### config.mk
export PLATFORM = sky130hd
export DESIGN_NAME = nic_msg_arbiter
export DESIGN_NICKNAME = d
export VERILOG_FILES = /design/src/rtl/nic_msg_arbiter.sv
export SDC_FILE = /design/constraint.sdc
export NUM_CORES = 1
export LEC_CHECK = 0
export ABC_AREA = 1
export BUFFER_PORTS_ARGS = -buffer_cell sky130_fd_sc_hd__buf_4
export CORE_UTILIZATION = 57
export CTS_CLUSTER_DIAMETER = 200
export DETAILED_ROUTE_END_ITERATION = 7
export PLACE_DENSITY = 0.91
export REMOVE_ABC_BUFFERS = 1
export SLEW_MARGIN = 20
export SYNTH_ARGS = -nofsm -noshare
export SYNTH_HDL_FRONTEND = slang
export SYNTH_SLANG_ARGS = --single-unit
### constraint.sdc
create_clock -name clk -period 6.6 [get_ports clk]
set_input_delay 1.32 -clock clk [delete_from_list [all_inputs] [get_ports clk]]
set_output_delay 1.32 -clock clk [all_outputs]
set_load 0.1 [all_outputs]
### src/rtl/nic_msg_arbiter.sv
// nic_msg_arbiter: sequencer for a bank of congestion/scale-down monitors.
// It buffers one-cycle hint pulses in per-app 2-entry FIFOs and serializes
// them round-robin onto one valid/ready channel. It also drives the
// configure/reset/arm pulses toward the monitors.
// Optional feature macro: NIC_MSG_ARB_STATS_EN enables the drop_cnt/fwd_cnt
// statistics counters. When it is undefined, both outputs are tied to 0.
module nic_msg_arbiter #(
    parameter int APP_ID_WIDTH = 2,
    parameter int MSG_WIDTH    = 64,
    localparam int NUM_APPS    = 2**APP_ID_WIDTH
) (
    input  logic                          clk,
    input  logic                          rst,
    input  logic [NUM_APPS-1:0]           mon_msg_en,
    input  logic [NUM_APPS*MSG_WIDTH-1:0] mon_msg,
    output logic                          out_valid,
    input  logic                          out_ready,
    output logic [MSG_WIDTH-1:0]          out_msg,
    output logic [APP_ID_WIDTH-1:0]       out_app_id,
    input  logic                          cfg_valid,
    input  logic                          cfg_reset,
    input  logic [NUM_APPS-1:0]           cfg_app_mask,
    input  logic [4:0]                    cfg_scale_down_epoch_log,
    input  logic [4:0]                    cfg_cong_epoch_log,
    input  logic [3:0]                    cfg_scale_down_thresh,
    output logic [NUM_APPS-1:0]           mon_config,
    output logic [NUM_APPS-1:0]           mon_reset,
    output logic [4:0]                    mon_scale_down_epoch_log,
    output logic [4:0]                    mon_cong_epoch_log,
    output logic [3:0]                    mon_scale_down_thresh,
    input  logic                          arm_valid,
    input  logic [APP_ID_WIDTH-1:0]       arm_app_id,
    input  logic                          arm_cong,
    input  logic                          arm_scale_down,
    output logic [NUM_APPS-1:0]           mon_arm_cong,
    output logic [NUM_APPS-1:0]           mon_arm_scale_down,
    output logic [15:0]                   drop_cnt,
    output logic [31:0]                   fwd_cnt
);

    localparam int CNT_W = APP_ID_WIDTH + 1;

    logic [MSG_WIDTH-1:0]    fifo_mem [NUM_APPS][2];
    logic [1:0]              fifo_cnt [NUM_APPS];
    logic [NUM_APPS-1:0]     rd_ptr;
    logic [NUM_APPS-1:0]     wr_ptr;
    logic [NUM_APPS-1:0]     flush;
    logic [NUM_APPS-1:0]     push;
    logic [NUM_APPS-1:0]     pop;
    logic [APP_ID_WIDTH-1:0] rr_ptr;
    logic [APP_ID_WIDTH-1:0] scan_idx;
    logic [APP_ID_WIDTH-1:0] gnt_idx;
    logic                    gnt;
    logic                    loadable;
    logic [MSG_WIDTH-1:0]    head_msg;
    logic [NUM_APPS-1:0]     cfg_mask_p1;

    // Round-robin pick of the first non-empty, non-flushed FIFO from rr_ptr
    always_comb begin
        flush    = (cfg_valid && cfg_reset) ? cfg_app_mask : '0;
        loadable = !out_valid || out_ready;
        gnt      = 1'b0;
        gnt_idx  = '0;
        scan_idx = '0;
        for (int j = 0; j < NUM_APPS; j++) begin
            scan_idx = rr_ptr + APP_ID_WIDTH'(j);
            if (!gnt && loadable && (fifo_cnt[scan_idx] != 2'd0) && !flush[scan_idx]) begin
                gnt     = 1'b1;
                gnt_idx = scan_idx;
            end
        end
        head_msg = fifo_mem[gnt_idx][rd_ptr[gnt_idx]];
    end

    // Per-app push/pop; a full FIFO still accepts a push when it pops that cycle
    always_comb begin
        pop  = '0;
        push = '0;
        for (int i = 0; i < NUM_APPS; i++) begin
            pop[i]  = gnt && (gnt_idx == APP_ID_WIDTH'(i));
            push[i] = mon_msg_en[i] && !flush[i] && ((fifo_cnt[i] != 2'd2) || pop[i]);
        end
    end

    // FIFO pointers and occupancy; flush wins over any push in the same cycle
    always_ff @(posedge clk or posedge rst) begin
        if (rst) begin
            rd_ptr <= '0;
            wr_ptr <= '0;
            for (int i = 0; i < NUM_APPS; i++) fifo_cnt[i] <= 2'd0;
        end else begin
            for (int i = 0; i < NUM_APPS; i++) begin
                if (flush[i]) begin
                    fifo_cnt[i] <= 2'd0;
                    rd_ptr[i]   <= 1'b0;
                    wr_ptr[i]   <= 1'b0;
                end else begin
                    if (push[i]) wr_ptr[i] <= ~wr_ptr[i];
                    if (pop[i])  rd_ptr[i] <= ~rd_ptr[i];
                    fifo_cnt[i] <= fifo_cnt[i] + 2'(push[i]) - 2'(pop[i]);
                end
            end
        end
    end

    // FIFO payload storage; validity is tracked by fifo_cnt, so no reset here
    always_ff @(posedge clk) begin
        for (int i = 0; i < NUM_APPS; i++) begin
            if (push[i]) fifo_mem[i][wr_ptr[i]] <= mon_msg[i*MSG_WIDTH +: MSG_WIDTH];
        end
    end

    // Output register: loads on grant, holds under backpressure, idles otherwise
    always_ff @(posedge clk or posedge rst) begin
        if (rst) begin
            out_valid  <= 1'b0;
            out_msg    <= '0;
            out_app_id <= '0;
            rr_ptr     <= '0;
        end else if (loadable) begin
            out_valid <= gnt;
            if (gnt) begin
                out_msg    <= head_msg;
                out_app_id <= gnt_idx;
                rr_ptr     <= gnt_idx + 1'b1;
            end
        end
    end

    // Config bus latch, delayed config pulse, reset pulse and arm pulses
    always_ff @(posedge clk or posedge rst) begin
        if (rst) begin
            mon_scale_down_epoch_log <= '0;
            mon_cong_epoch_log       <= '0;
            mon_scale_down_thresh    <= '0;
            cfg_mask_p1              <= '0;
            mon_config               <= '0;
            mon_reset                <= '0;
            mon_arm_cong             <= '0;
            mon_arm_scale_down       <= '0;
        end else begin
            if (cfg_valid && !cfg_reset) begin
                mon_scale_down_epoch_log <= cfg_scale_down_epoch_log;
                mon_cong_epoch_log       <= cfg_cong_epoch_log;
                mon_scale_down_thresh    <= cfg_scale_down_thresh;
            end
            cfg_mask_p1        <= (cfg_valid && !cfg_reset) ? cfg_app_mask : '0;
            mon_config         <= cfg_mask_p1;
            mon_reset          <= flush;
            mon_arm_cong       <= (arm_valid && arm_cong) ? (NUM_APPS'(1) << arm_app_id) : '0;
            mon_arm_scale_down <= (arm_valid && arm_scale_down) ? (NUM_APPS'(1) << arm_app_id) : '0;
        end
    end

`ifdef NIC_MSG_ARB_STATS_EN
    logic [CNT_W-1:0] drop_num;

    function automatic logic [15:0] sat_add16(input logic [15:0] a, input logic [CNT_W-1:0] b);
        logic [16:0] s;
        s = {1'b0, a} + 17'(b);
        return s[16] ? 16'hFFFF : s[15:0];
    endfunction

    // Count pushes rejected by a full FIFO that is not popping this cycle
    always_comb begin
        drop_num = '0;
        for (int i = 0; i < NUM_APPS; i++) begin
            drop_num = drop_num + CNT_W'(mon_msg_en[i] && !flush[i] &&
                                         (fifo_cnt[i] == 2'd2) && !pop[i]);
        end
    end

    // Saturating drop counter and wrapping forward counter
    always_ff @(posedge clk or posedge rst) begin
        if (rst) begin
            drop_cnt <= '0;
            fwd_cnt  <= '0;
        end else begin
            drop_cnt <= sat_add16(drop_cnt, drop_num);
            if (gnt) fwd_cnt <= fwd_cnt + 32'd1;
        end
    end
`else
    assign drop_cnt = '0;
    assign fwd_cnt  = '0;
`endif

endmodule

# Word-level counts from Yosys, hierarchy flattened
# Memories as Yosys holds them, arrays and structs flattened.
# Index checks and enable logic that the tools add are counted.
# totals
reg_bits	119
mem_bits_rw	512
in_bits	288
output_inout_bits	145
wordCells	216
n_memories	1
# memory_table
memory	depth	word_bits	rd	rd_ports_with_merged_regs	write_ports	line_no	source
fifo_mem	4	128	1	0	4	43	logic [MSG_WIDTH-1:0] fifo_mem [NUM_APPS][2];
# op_classes
addsub	12
magnitude_cmp	18
n_eq_ne	7
shift	1
n_mux	73
n_bitwise	17
n_reduce_logical	63
# ops
cell	n
2-to-1 mux 128 bit	4
2-to-1 mux 64 bit	7
demux 64 bit (select 1 bit)	4
2-to-1 mux 2 bit	16
logical AND 1 bit	31
2-to-1 mux 1 bit	29
nonzero test 2 bit	12
binary-select mux 2 bit (select 2 bit)	4
2-to-1 mux 4 bit	4
< comparator 2 x 3 -> 1 bit (second input constant)	5
zero test 1 bit	13
greater-or-equal comparator 3 bit (second input constant)	4
inverter 2 -> 3 bit	4
binary-select mux 1 bit (select 2 bit)	5
greater-or-equal comparator 2 bit (second input constant)	5
inverter 1 -> 2 bit	5
adder 2 x 1 -> 2 bit	4
< comparator 2 x 1 -> 1 bit (second input constant)	4
inequality test 2 bit (second input constant)	4
inverter 1 bit	8
subtractor 2 x 1 -> 2 bit	4
logical OR 1 bit	5
adder 2 x 1 -> 2 bit (second input constant)	2
adder 2 bit (second input constant)	2
5 further kinds	6

# Depth between registers and ports, before layout
# logic_depth
ltp_word	30
mapped_depth	24
mapped_depth_nobuf	23

# Worst setup path before layout
# No wires, ideal clock.
# synth_timing
kind	input to register
start	input cfg_valid
end	memory fifo_mem[1][0] (netlist name), enable pin
setup_time_ps	486
arrival_time_ps	5600
t_required_ps	6114
setup_slack_ps	513
stages	16
n_path_buf	1
cell_sequence	nand2_1 -> inv_2 -> nand2_1 -> nand2_1 -> nand2_1 -> nand2_1 -> a21oi_2 -> nand3_1 -> nor2_1 -> nor2_2 -> nand2_2 -> buf_2 -> nand2_1 -> nand3_1 -> nand3_1 -> nor2_1
# synth_rtl
element	line_no	source
start: declaration	20	input logic cfg_valid,
end: declaration	43	

# Worst setup path in the final report
# layout_timing
start	input out_ready
end	register out_msg[32]
# layout_between
elab_chain_len	25
word_cells_on_any_way	31
classes_between	mux (13); bitwise (1); reduce/logical (16); memory (1)
# layout_lines
element	line_no	source
start: declaration	17	input logic out_ready,
logical OR 1 bit (*)	61	loadable = !out_valid || out_ready;
logical AND 1 bit (2 in series)	67	if (!gnt && loadable && (fifo_cnt[scan_idx] != 2'd0) && !flush[scan_idx]) begin
2-to-1 mux 1 bit	67	
zero test 1 bit	67	
logical AND 1 bit (3 in series)	67	
2-to-1 mux 1 bit	67	
zero test 1 bit	67	
logical AND 1 bit (3 in series)	67	
2-to-1 mux 1 bit	67	
zero test 1 bit	67	
logical AND 1 bit (3 in series)	67	
2-to-1 mux 2 bit	67	
binary-select mux 1 bit (select 2 bit)	72	head_msg = fifo_mem[gnt_idx][rd_ptr[gnt_idx]];
2-to-1 mux 1 bit (not written as such)	72	
inverter 1 -> 2 bit (not written as such)	72	
2-to-1 mux 64 bit (not written as such) (3 in series)	72	
end signal: assignment	123	out_msg <= head_msg;
end: declaration	18	output logic [MSG_WIDTH-1:0] out_msg,
# Mark *: on every way between the ends. The rest lies on a longest branch, timed or not. The select of a mux whose other input is x is not followed.
# A chain may end at the register's enable or synchronous reset.

==> results.cfg <==
[timing]
fmax_mhz = 196
worstMarginPinSlew_ns = 1.15
slew_headroom_pct = 23.4
rsz0062_at_grt = false
setup_tns_ns = 0
fin_worst_skew_ns = 0.0268
setup_violations = 0
period_share_pct = 77.2
final-hold-violation-count = 0
final-max-slew-violation-count = 0
hold_slack_ns = 0.348
layout_min_cycle_time_ns = 5.09

[clock_tree]
cts.clk_slew.worst_paths_ns = 0.06
cts-root-buf = clkbuf_16
clock_sinks = 631
holdBufCountCts = 0
cts_max_level = 2
worstSkewPairLatency_ns = 0.64
cts_resized = 0
cts_setup_buffers = 0
cts_tree = done
numCtsBuffers = 60
cts_max_path_buffers = 3

[placement]
portBuffers = 384
gp_congestion = 0.884
post-place-cells = 3551
hpwl_um = 45800

[global_route]
grt_util_all_layers_pct = 31.4
grt_pass1_vias = 21600
grt_max_degree = 193
grt_pass1_wl_um = 118000
antenna_found_initial = 4
grt_overflow = 0

[synthesis]
synth_cells = 2690
synth_commonest_cells = nand2_1, edfxtp_1, nand3_1
synth-seq-cells = 631
synth.most_common_cell = nand2_1
synth.distinct_cells = 30
syn_avg_cell_area_um2 = 10.2
ys_async_sr_fraction_pct = 18.9
synth_top_cells_by_area = edfxtp_1, nand2_1, dfrtp_1, nand3_1, inv_1
yosysTopAreaCellShare_pct = 56.1
yosysSeqAreaShare_pct = 67.0
synth_flop_cell = edfxtp_1
synth-edff-count = 512
synth_area_um2 = 27400
synth_area_leader_cell = edfxtp_1
ys_warn_count = 0

[layout]
syn_to_final_growth_pct = 18.6
drive_gt1_share_pct = 17.8
finalNonFillerCells = 3669
fin_nets = 3303

[min_path]
hp-class = reg -> reg
hp-start = cfg_mask_p1[0]

[critical_path]
cp.arrival_ns = 5.61
worstSetupEndpointType = flop
rr_startpoint = rr_ptr[0]
worstSetupStartpointType = input pin
cp.required_ns = 7.11
worst-setup-path-type = in -> reg
crit_chain = buf_4 -> nor2_1 -> inv_1 -> nand2_1 -> nor2_1 -> nand2_2 -> nand2_1 -> nor2_4 -> nand4_1 -> nand2_4 -> inv_4 -> nand2_1 -> nand2_4 -> inv_2 -> buf_4 -> nand2_1 -> nand3_1 -> nand2_1
startpoint = out_ready
slowest_stage = inv_2
critPathMostFrequentCell = nand2_1
path_max_fanout = 46
max_stage_delay_ns = 0.81

[route]
drc_errors = 0
dr.pass1.iters = 8
vias = 21500
wl_um = 77600
via_per_inst = 5.86
drtIter0Drc = 2832
ant_nets = 0
avgRoutedWirePerCell_um = 21.1

[outcome]
outcome = complete, no violations

[floorplan]
rows = 79
dieArea_um2 = 48900
core-area_um2 = 47000
start_util_pct = 58.3
pin_count = 433
die_y_um = 221
die_x_um = 221

[run]
drv_cap = 0
kinds of logic after synthesis:
logic type,after synthesis,synth area share [%]
AOI/OAI and AO/OA,17,0.370
xor gates and xnor gates,8,0.256
adders and majority gates,8,0.365
buffers and inverters,384,6.74
DFF,631,67.0
muxes,14,0.576
other,1,0.0137
and+or+nand+nor,1627,24.7
layer usage:
layer / share of wire [%] / up-vias / GRT usage (%) / wire, um
met5: 0 / - / 0 / 0
met4: 4.8 / 0 / 16.7 / 3740
met3: 12 / 291 / 6.23 / 9400
met2: 49 / 1737 / 52.0 / 37800
met1: 34 / 10100 / 39.3 / 26600
li1: - / 9416 / - / -
cell usage in the layout, fill, tap and decap left out, types with 2 or more instances in the layout:
master / netlist / layout
a21oi_1: 3 / 3
buf_12: 0 / 11
buf_4: 52 / 400
bufinv_16: 0 / 5
clkbuf_1: 26 / 20
clkbuf_16: 0 / 60
clkbuf_8: 0 / 5
clkinv_1: 0 / 8
clkinv_2: 0 / 9
clkinvlp_4: 0 / 4
conb_1: 1 / 48
dfrtp_1: 119 / 119
diode_2: 0 / 5
edfxtp_1: 512 / 512
ha_1: 8 / 8
inv_1: 170 / 167
inv_2: 9 / 7
inv_6: 0 / 3
mux2_2: 14 / 14
nand2_1: 1100 / 1097
nand2_2: 4 / 2
nand2_4: 0 / 5
nand3_1: 478 / 477
nand4_1: 6 / 6
nor2_1: 28 / 22
nor2_4: 1 / 8
nor3_1: 8 / 8
o21ai_0: 7 / 7
o21ai_1: 3 / 3
xnor2_1: 4 / 4
xor2_1: 4 / 4
through the flow:
stage	setup WS (ns)	utilization [%]	cell area, um^2
6_report	1.51	69.2	32500
5_1_grt	1.22	69.2	32500
4_1_cts	1.69	69.1	32400
3_5_place_dp	1.04	65.0	30500
3_3_place_gp	1.24	65.0	30500
2_1_floorplan	-5.16	-	26400
state kept, by name (all words and copies together), names as in the netlist:
register and flops:
fifo_mem 512, out_app_id 2, mon_arm_scale_down 4, mon_config 4, wr_ptr 4, mon_cong_epoch_log 5
mon_arm_cong 4, rd_ptr 4, out_msg 64, mon_reset 4, mon_scale_down_thresh 4, mon_scale_down_epoch_log 5
out_valid 1, fifo_cnt 8, cfg_mask_p1 4, rr_ptr 2
worst max-delay path: cells and delay by family:
family | cells | cell delay, ns
buffers and inverters | 5 | 1.99
AND/OR/NAND/NOR | 13 | 2.16
area by class of cell:
cell class,instances,area [um^2]
clock inverters,27,283
flip-flops and latches,631,18400
diodes,5,12.5
inverters,179,683
well taps,607,759
fillers,3077,14500
clock buffers,85,1650
multi-input cells,1722,7480
repair buffers,413,3260
path summary, 6_finish.rpt:
| kind | end | slack [ns] | cells past startpoint |
|---|---|---|---|
| setup / recovery | out_msg[32] | 1.51 | 18 |
| hold / removal | mon_config[0] | 0.35 | 0 |
| setup reg to reg | out_msg[32] | 1.52 | 20 |
| hold reg to reg | mon_config[0] | 0.35 | 0 |
| max in group asynchronous | out_msg[19] | 4.59 | 3 |
| min in group asynchronous | mon_arm_scale_down[0] | 0.85 | 2 |
Power is not shown: default switching activity piles up to over one toggle a cycle in this logic, so the estimate is an artifact.
